<file path="src/rtl/gen_sys_event_lvl_if.sv">
// Control/status bundle of the gravity tick generator: level commands,
// soft-drop and pause requests in; tick pulse, level and period out.
interface gen_sys_event_lvl_if #(
  parameter int unsigned LEVEL_W = 5,
  parameter int unsigned CNT_W   = 32
);

  logic               level_inc_i;
  logic               level_load_i;
  logic [LEVEL_W-1:0] level_val_i;
  logic               fast_i;
  logic               pause_i;
  logic               sys_event_o;
  logic [LEVEL_W-1:0] level_o;
  logic [CNT_W-1:0]   period_o;

  // Game logic side: issues commands, consumes ticks and HUD values
  modport master (
    output level_inc_i,
    output level_load_i,
    output level_val_i,
    output fast_i,
    output pause_i,
    input  sys_event_o,
    input  level_o,
    input  period_o
  );

  // Tick generator side
  modport slave (
    input  level_inc_i,
    input  level_load_i,
    input  level_val_i,
    input  fast_i,
    input  pause_i,
    output sys_event_o,
    output level_o,
    output period_o
  );

endinterface

</file>
<file path="src/rtl/gen_sys_event_lvl.sv">
// Gravity tick generator: one-cycle sys_event_o every eff clocks, where eff
// shrinks linearly with the held level and can be shortened by soft-drop.
module gen_sys_event_lvl #(
  parameter int unsigned CNT_W       = 32,
  parameter int unsigned LEVEL_W     = 5,
  parameter int unsigned LEVEL_MAX   = 20,
  parameter int unsigned PERIOD_MAX  = 67_000_000,
  parameter int unsigned PERIOD_MIN  = 10_000_000,
  parameter int unsigned PERIOD_STEP = 4_000_000,
  parameter int unsigned FAST_PERIOD = 5_000_000
) (
  input  logic                 clk,
  input  logic                 srst,
  gen_sys_event_lvl_if.slave   bus
);

  // Product is sized so level*PERIOD_STEP can never wrap
  localparam int unsigned PROD_W = CNT_W + LEVEL_W;

  localparam logic [LEVEL_W-1:0] LVL_MAX   = LEVEL_W'(LEVEL_MAX);
  localparam logic [CNT_W-1:0]   P_MAX     = CNT_W'(PERIOD_MAX);
  localparam logic [CNT_W-1:0]   P_MIN     = CNT_W'(PERIOD_MIN);
  localparam logic [CNT_W-1:0]   P_FAST    = CNT_W'(FAST_PERIOD);
  localparam logic [PROD_W-1:0]  P_MAX_W   = PROD_W'(PERIOD_MAX);
  localparam logic [PROD_W-1:0]  STEP_W    = PROD_W'(PERIOD_STEP);
  localparam logic [PROD_W-1:0]  DROP_MAX  = PROD_W'(PERIOD_MAX - PERIOD_MIN);

  logic [LEVEL_W-1:0] level_q;
  logic [LEVEL_W-1:0] level_nxt;
  logic [CNT_W-1:0]   period_q;
  logic [CNT_W-1:0]   period_nxt;
  logic [CNT_W-1:0]   cnt_q;
  logic [CNT_W-1:0]   cnt_nxt;
  logic [CNT_W-1:0]   eff_c;
  logic [PROD_W-1:0]  drop_c;
  logic               level_cmd_c;
  logic               hit_c;

  // Level command decode: load beats inc, both saturate at LEVEL_MAX
  always_comb begin
    level_cmd_c = bus.level_load_i | bus.level_inc_i;
    level_nxt   = level_q;
    if (bus.level_load_i) begin
      level_nxt = (bus.level_val_i > LVL_MAX) ? LVL_MAX : bus.level_val_i;
    end else if (bus.level_inc_i) begin
      level_nxt = (level_q >= LVL_MAX) ? LVL_MAX : level_q + LEVEL_W'(1);
    end
  end

  // Period derived from the next level so level and period move together
  always_comb begin
    drop_c     = PROD_W'(level_nxt) * STEP_W;
    period_nxt = P_MIN;
    if (drop_c <= DROP_MAX) begin
      period_nxt = CNT_W'(P_MAX_W - drop_c);
    end
  end

  // Effective period and terminal-count detect (>= so a shorter eff fires at once)
  always_comb begin
    eff_c = period_q;
    if (bus.fast_i && (P_FAST < period_q)) begin
      eff_c = P_FAST;
    end
    hit_c = (cnt_q >= (eff_c - CNT_W'(1)));
  end

  always_comb begin
    cnt_nxt = cnt_q + CNT_W'(1);
    if (level_cmd_c) begin
      cnt_nxt = '0;
    end else if (bus.pause_i) begin
      cnt_nxt = cnt_q;
    end else if (hit_c) begin
      cnt_nxt = '0;
    end
  end

  always_ff @(posedge clk) begin
    if (srst) begin
      level_q  <= '0;
      period_q <= P_MAX;
      cnt_q    <= '0;
    end else begin
      if (level_cmd_c) begin
        level_q  <= level_nxt;
        period_q <= period_nxt;
      end
      cnt_q <= cnt_nxt;
    end
  end

  assign bus.sys_event_o = !srst && !bus.pause_i && hit_c;
  assign bus.level_o     = level_q;
  assign bus.period_o    = period_q;

endmodule

</file>
<file path="src/flat_wrapper.sv">
// flat-port wrapper written by rule: the top's interface ports become plain ports
module gen_sys_event_lvl_flat 
#(
  parameter int unsigned CNT_W       = 32,
  parameter int unsigned LEVEL_W     = 5,
  parameter int unsigned LEVEL_MAX   = 20,
  parameter int unsigned PERIOD_MAX  = 67_000_000,
  parameter int unsigned PERIOD_MIN  = 10_000_000,
  parameter int unsigned PERIOD_STEP = 4_000_000,
  parameter int unsigned FAST_PERIOD = 5_000_000
)
  (clk, srst, bus_level_inc_i, bus_level_load_i, bus_level_val_i, bus_fast_i, bus_pause_i, bus_sys_event_o, bus_level_o, bus_period_o);
  gen_sys_event_lvl_if #(.LEVEL_W(LEVEL_W), .CNT_W(CNT_W)) bus_i ();
  input  logic clk;
  input  logic srst;
  input wire logic [$bits(bus_i.level_inc_i)-1:0] bus_level_inc_i;
  input wire logic [$bits(bus_i.level_load_i)-1:0] bus_level_load_i;
  input wire logic [$bits(bus_i.level_val_i)-1:0] bus_level_val_i;
  input wire logic [$bits(bus_i.fast_i)-1:0] bus_fast_i;
  input wire logic [$bits(bus_i.pause_i)-1:0] bus_pause_i;
  output wire logic [$bits(bus_i.sys_event_o)-1:0] bus_sys_event_o;
  output wire logic [$bits(bus_i.level_o)-1:0] bus_level_o;
  output wire logic [$bits(bus_i.period_o)-1:0] bus_period_o;
  assign bus_i.level_inc_i = bus_level_inc_i;
  assign bus_i.level_load_i = bus_level_load_i;
  assign bus_i.level_val_i = bus_level_val_i;
  assign bus_i.fast_i = bus_fast_i;
  assign bus_i.pause_i = bus_pause_i;
  assign bus_sys_event_o = bus_i.sys_event_o;
  assign bus_level_o = bus_i.level_o;
  assign bus_period_o = bus_i.period_o;
  gen_sys_event_lvl #(.CNT_W(CNT_W), .LEVEL_W(LEVEL_W), .LEVEL_MAX(LEVEL_MAX), .PERIOD_MAX(PERIOD_MAX), .PERIOD_MIN(PERIOD_MIN), .PERIOD_STEP(PERIOD_STEP), .FAST_PERIOD(FAST_PERIOD)) u_core (.clk(clk), .srst(srst), .bus(bus_i));
endmodule
</file>
<file path="config.mk">
export PLATFORM = sky130hd
export DESIGN_NAME = gen_sys_event_lvl_flat
export DESIGN_NICKNAME = d
export VERILOG_FILES = /design/src/rtl/gen_sys_event_lvl_if.sv /design/src/rtl/gen_sys_event_lvl.sv /design/src/flat_wrapper.sv
export SDC_FILE = /design/constraint.sdc
export NUM_CORES = 1
export LEC_CHECK = 0
export CORE_UTILIZATION = 58
export DETAILED_ROUTE_END_ITERATION = 6
export PLACE_DENSITY = 0.87
export SYNTH_ARGS = -nofsm -noshare
export SYNTH_HDL_FRONTEND = slang
export SYNTH_SLANG_ARGS = --single-unit
</file>
<file path="constraint.sdc">
create_clock -name clk -period 8.24 [get_ports clk]
set_input_delay 2.06 -clock clk [delete_from_list [all_inputs] [get_ports clk]]
set_output_delay 2.06 -clock clk [all_outputs]
set_load 0.02 [all_outputs]
</file>
==> results.toml <==
[synth]
synthArstFlopShare_pct = 0
synth-edff-count = 0
syn-cell-area_sq_um = 4715
synth_cell_types = 70
postSynthCellCount = 559
synthFlopType = "dfxtp_1"
ys_warn_count = 0
yosysSeqAreaShare_pct = 24.63
ys_ff_latch = 58
avgSynthCellArea_sq_um = 8.434

[setup_path]
r2r_setup_slack_ns = 2.76
reg2reg_to = "u_core.bus.period_o[10]"
critPathLaunchType = "input pin"
endpoint_kind = "primary output"
crit_arrival_ns = 5.94
r2r_cells = 18
r2r_start = "u_core.bus.level_o[0]"
crit_type = "input pin to primary output"
required_ns = 6.18
worstPathMaxFanout = 10

[cts]
clk_pin_slew_ns = 0.06
numCtsBuffers = 9
postCtsSetupRepairBufs = 0
htree_levels = 3
cts.sinks = 58
cts_tree = "done"
cts_hold_buf = 0
clk_path_buf_depth = 2
clkLatencyLatePin_ns = 0.34
root_buffer = "clkbuf_8"
cts_resized = 0

[sta]
fmax_ghz = 0.1250
whs_ns = 0.5122
hold_viol_final = 0
drv_slew = 0
post-route-period-util_pct = 97.12
worst_pin_slew_ns = 0.7881
fin_crit_ns = 8.003
finalClockSkew_ns = 0.01190
maxSlewHeadroom_pct = 47.21
setup_viol = 0
tns_ns = 0
fin_ws_ns = 0.2374
rsz0062_at_grt = "false"

[placed_design]
port_buffers = 41
gp_congestion = 0.9414
placed_area_sq_um = 5139
post-dp-hpwl_um = 8469
pre_cts_ws_ns = 0.3180

[floorplanning]
die_w_um = 92.16
die_height_um = 92.16
rows = 32
initial_core_util_pct = 60.38
core-area_sq_um = 7807
die_area_sq_um = 8493
io-pin-count = 49

[finish]
n_antenna_cell = 0
drive_gt1_share_pct = 6.856
fin_nets = 670
area_growth_pct = 13.03
design_area_sq_um = 5329

[grt]
grt_max_degree = 30
antenna_found_initial = 0
grt_pass1_wl_um = 18620
track_usage_pct = 27.31
grt_overflow = 0
grt_pass1_vias = 4137

[route]
drc_errors = 0
ant_nets = 0
vias = 4177
drt-pass1-iter-count = 5
viasPerCell = 5.967
drt_wl_total_um = 10980
wl_per_cell_um = 15.69
drt-initial-drc-count = 188

[pwr]
irDropWorstVdd_mv = 0.1456
pwr_density_cell_nw_per_um2 = 235.1
power.total_mw = 1.253
leakagePower_nw = 2.243

[min_path]
min_from = "u_core.bus.period_o[13]"
hold_path.class = "flip-flop to flip-flop"
hold_depth = 2
holdPathEnd = "u_core.bus.period_o[13]"

[status]
run_status = "finished, final reports clean"

[flow_run]
maxCapViolCount = 0
[routing by layer]
metal | GRT usage [%] | routed length [um] | up-vias
met3 | 5.141 | 429 | 31
met2 | 51.31 | 5742 | 109
li1 | - | - | 2040
met1 | 29.29 | 4483 | 1997
met5 | 0 | 0 | -
met4 | 12.37 | 328 | 0
[placed cells by master (no fill, tap or decap), drive strengths merged, types with 3 or more instances in the layout]
master	count
o32a	6
or3	3
nand2b	5
nor4	3
dfxtp	58
clkbuf	14
nor3b	4
clkdlybuf4s50	41
nor3	9
nand4	14
and2	6
conb	7
fa	6
a21o	16
nor2	63
a21oi	24
buf	4
and3	10
o21a	3
ha	59
nand2	58
and4	4
o31ai	12
inv	20
a21boi	3
o21ai	21
nor2b	13
a31o	4
a31oi	3
nand3	18
a211oi	3
xnor2	26
xor2	28
[area by class of cell]
| type | count | area (sq um) |
|---|---|---|
| repair buffers | 45 | 440.4 |
| multi-input cells | 459 | 3328 |
| inverters | 21 | 81.33 |
| clock inverters | 1 | 7.507 |
| fillers | 642 | 2479 |
| well taps | 102 | 127.6 |
| clock buffers | 14 | 182.7 |
| flip-flops and latches | 58 | 1161 |
[worst max-delay path, cell delays in order]
cell             delay, ns
clkdlybuf4s50_1       0.48
clkinv_1              0.23
a31oi_1               0.67
or2_2                 0.23
ha_1                  0.12
a31o_2                0.14
a21o_1                0.10
a21oi_1               0.06
or4b_1                0.55
o211ai_1              0.18
a21o_1                0.19
nor3b_1               0.26
clkdlybuf4s50_1       0.66
[how the worst max path moves through the flow]
| stage | from | slack [ns] | end | cells past startpoint |
|---|---|---|---|---|
| after floorplan | bus_level_inc_i | 1.53 | u_core.bus.period_o[13] | 21 |
| after global placement | bus_fast_i | 0.50 | bus_sys_event_o | 13 |
| after detailed placement | bus_fast_i | 0.32 | bus_sys_event_o | 13 |
| after CTS | bus_fast_i | 0.27 | bus_sys_event_o | 13 |
| after global routing | bus_fast_i | 0.07 | bus_sys_event_o | 12 |
| final | bus_fast_i | 0.24 | bus_sys_event_o | 13 |
[cells in the mapped netlist (all sizes together), types with 8 or more instances]
cell    number  area, sq um
nor2        63        239.0
clkbuf       8        30.03
nor2b       13        81.33
a21oi       24        120.1
nand3       18        90.09
ha          59        738.2
buf         18        132.6
inv         20        77.58
dfxtp       58         1161
nand2       58        217.7
o31ai       12        113.9
o21ai       21        108.9
a21o        16        120.1
nor3         9        45.04
and3        10        62.56
xor2        28        252.8
nand4       14        93.84
xnor2       26        227.7
[sequential cells by signal (all words and copies together) (netlist names)]
signal	count
u_core.bus.period_o	21
u_core.bus.level_o	5
u_core.cnt_q	32
[report_power, final]
| part | internal, mW | switching [mW] | leakage [nW] |
|---|---|---|---|
| Sequential | 0.322 | 0.0515 | 0.473 |
| Clock | 0.141 | 0.110 | 0.0948 |
| Combinational | 0.269 | 0.360 | 1.67 |
[cells by family (layout without fill, tap and decap cells)]
group / Yosys count / count (layout) / share of synthesized area (%)
buf+inv: 47 / 81 / 5.175
other cells: 2 / 7 / 0.1593
flops: 58 / 58 / 24.63
compound gates: 114 / 114 / 18.34
xor+xnor: 54 / 54 / 10.19
fa+ha+maj: 65 / 65 / 18.21
mux: 2 / 2 / 0.4512
simple gates: 217 / 217 / 22.85
[metrics by stage]
stage	utilization, %	instances
after floorplan	-	564
after global placement	65.82	685
after detailed placement	65.82	685
after CTS	68.25	700
after global routing	68.25	700
final	68.25	700
Power figures use the tool's default switching activity.
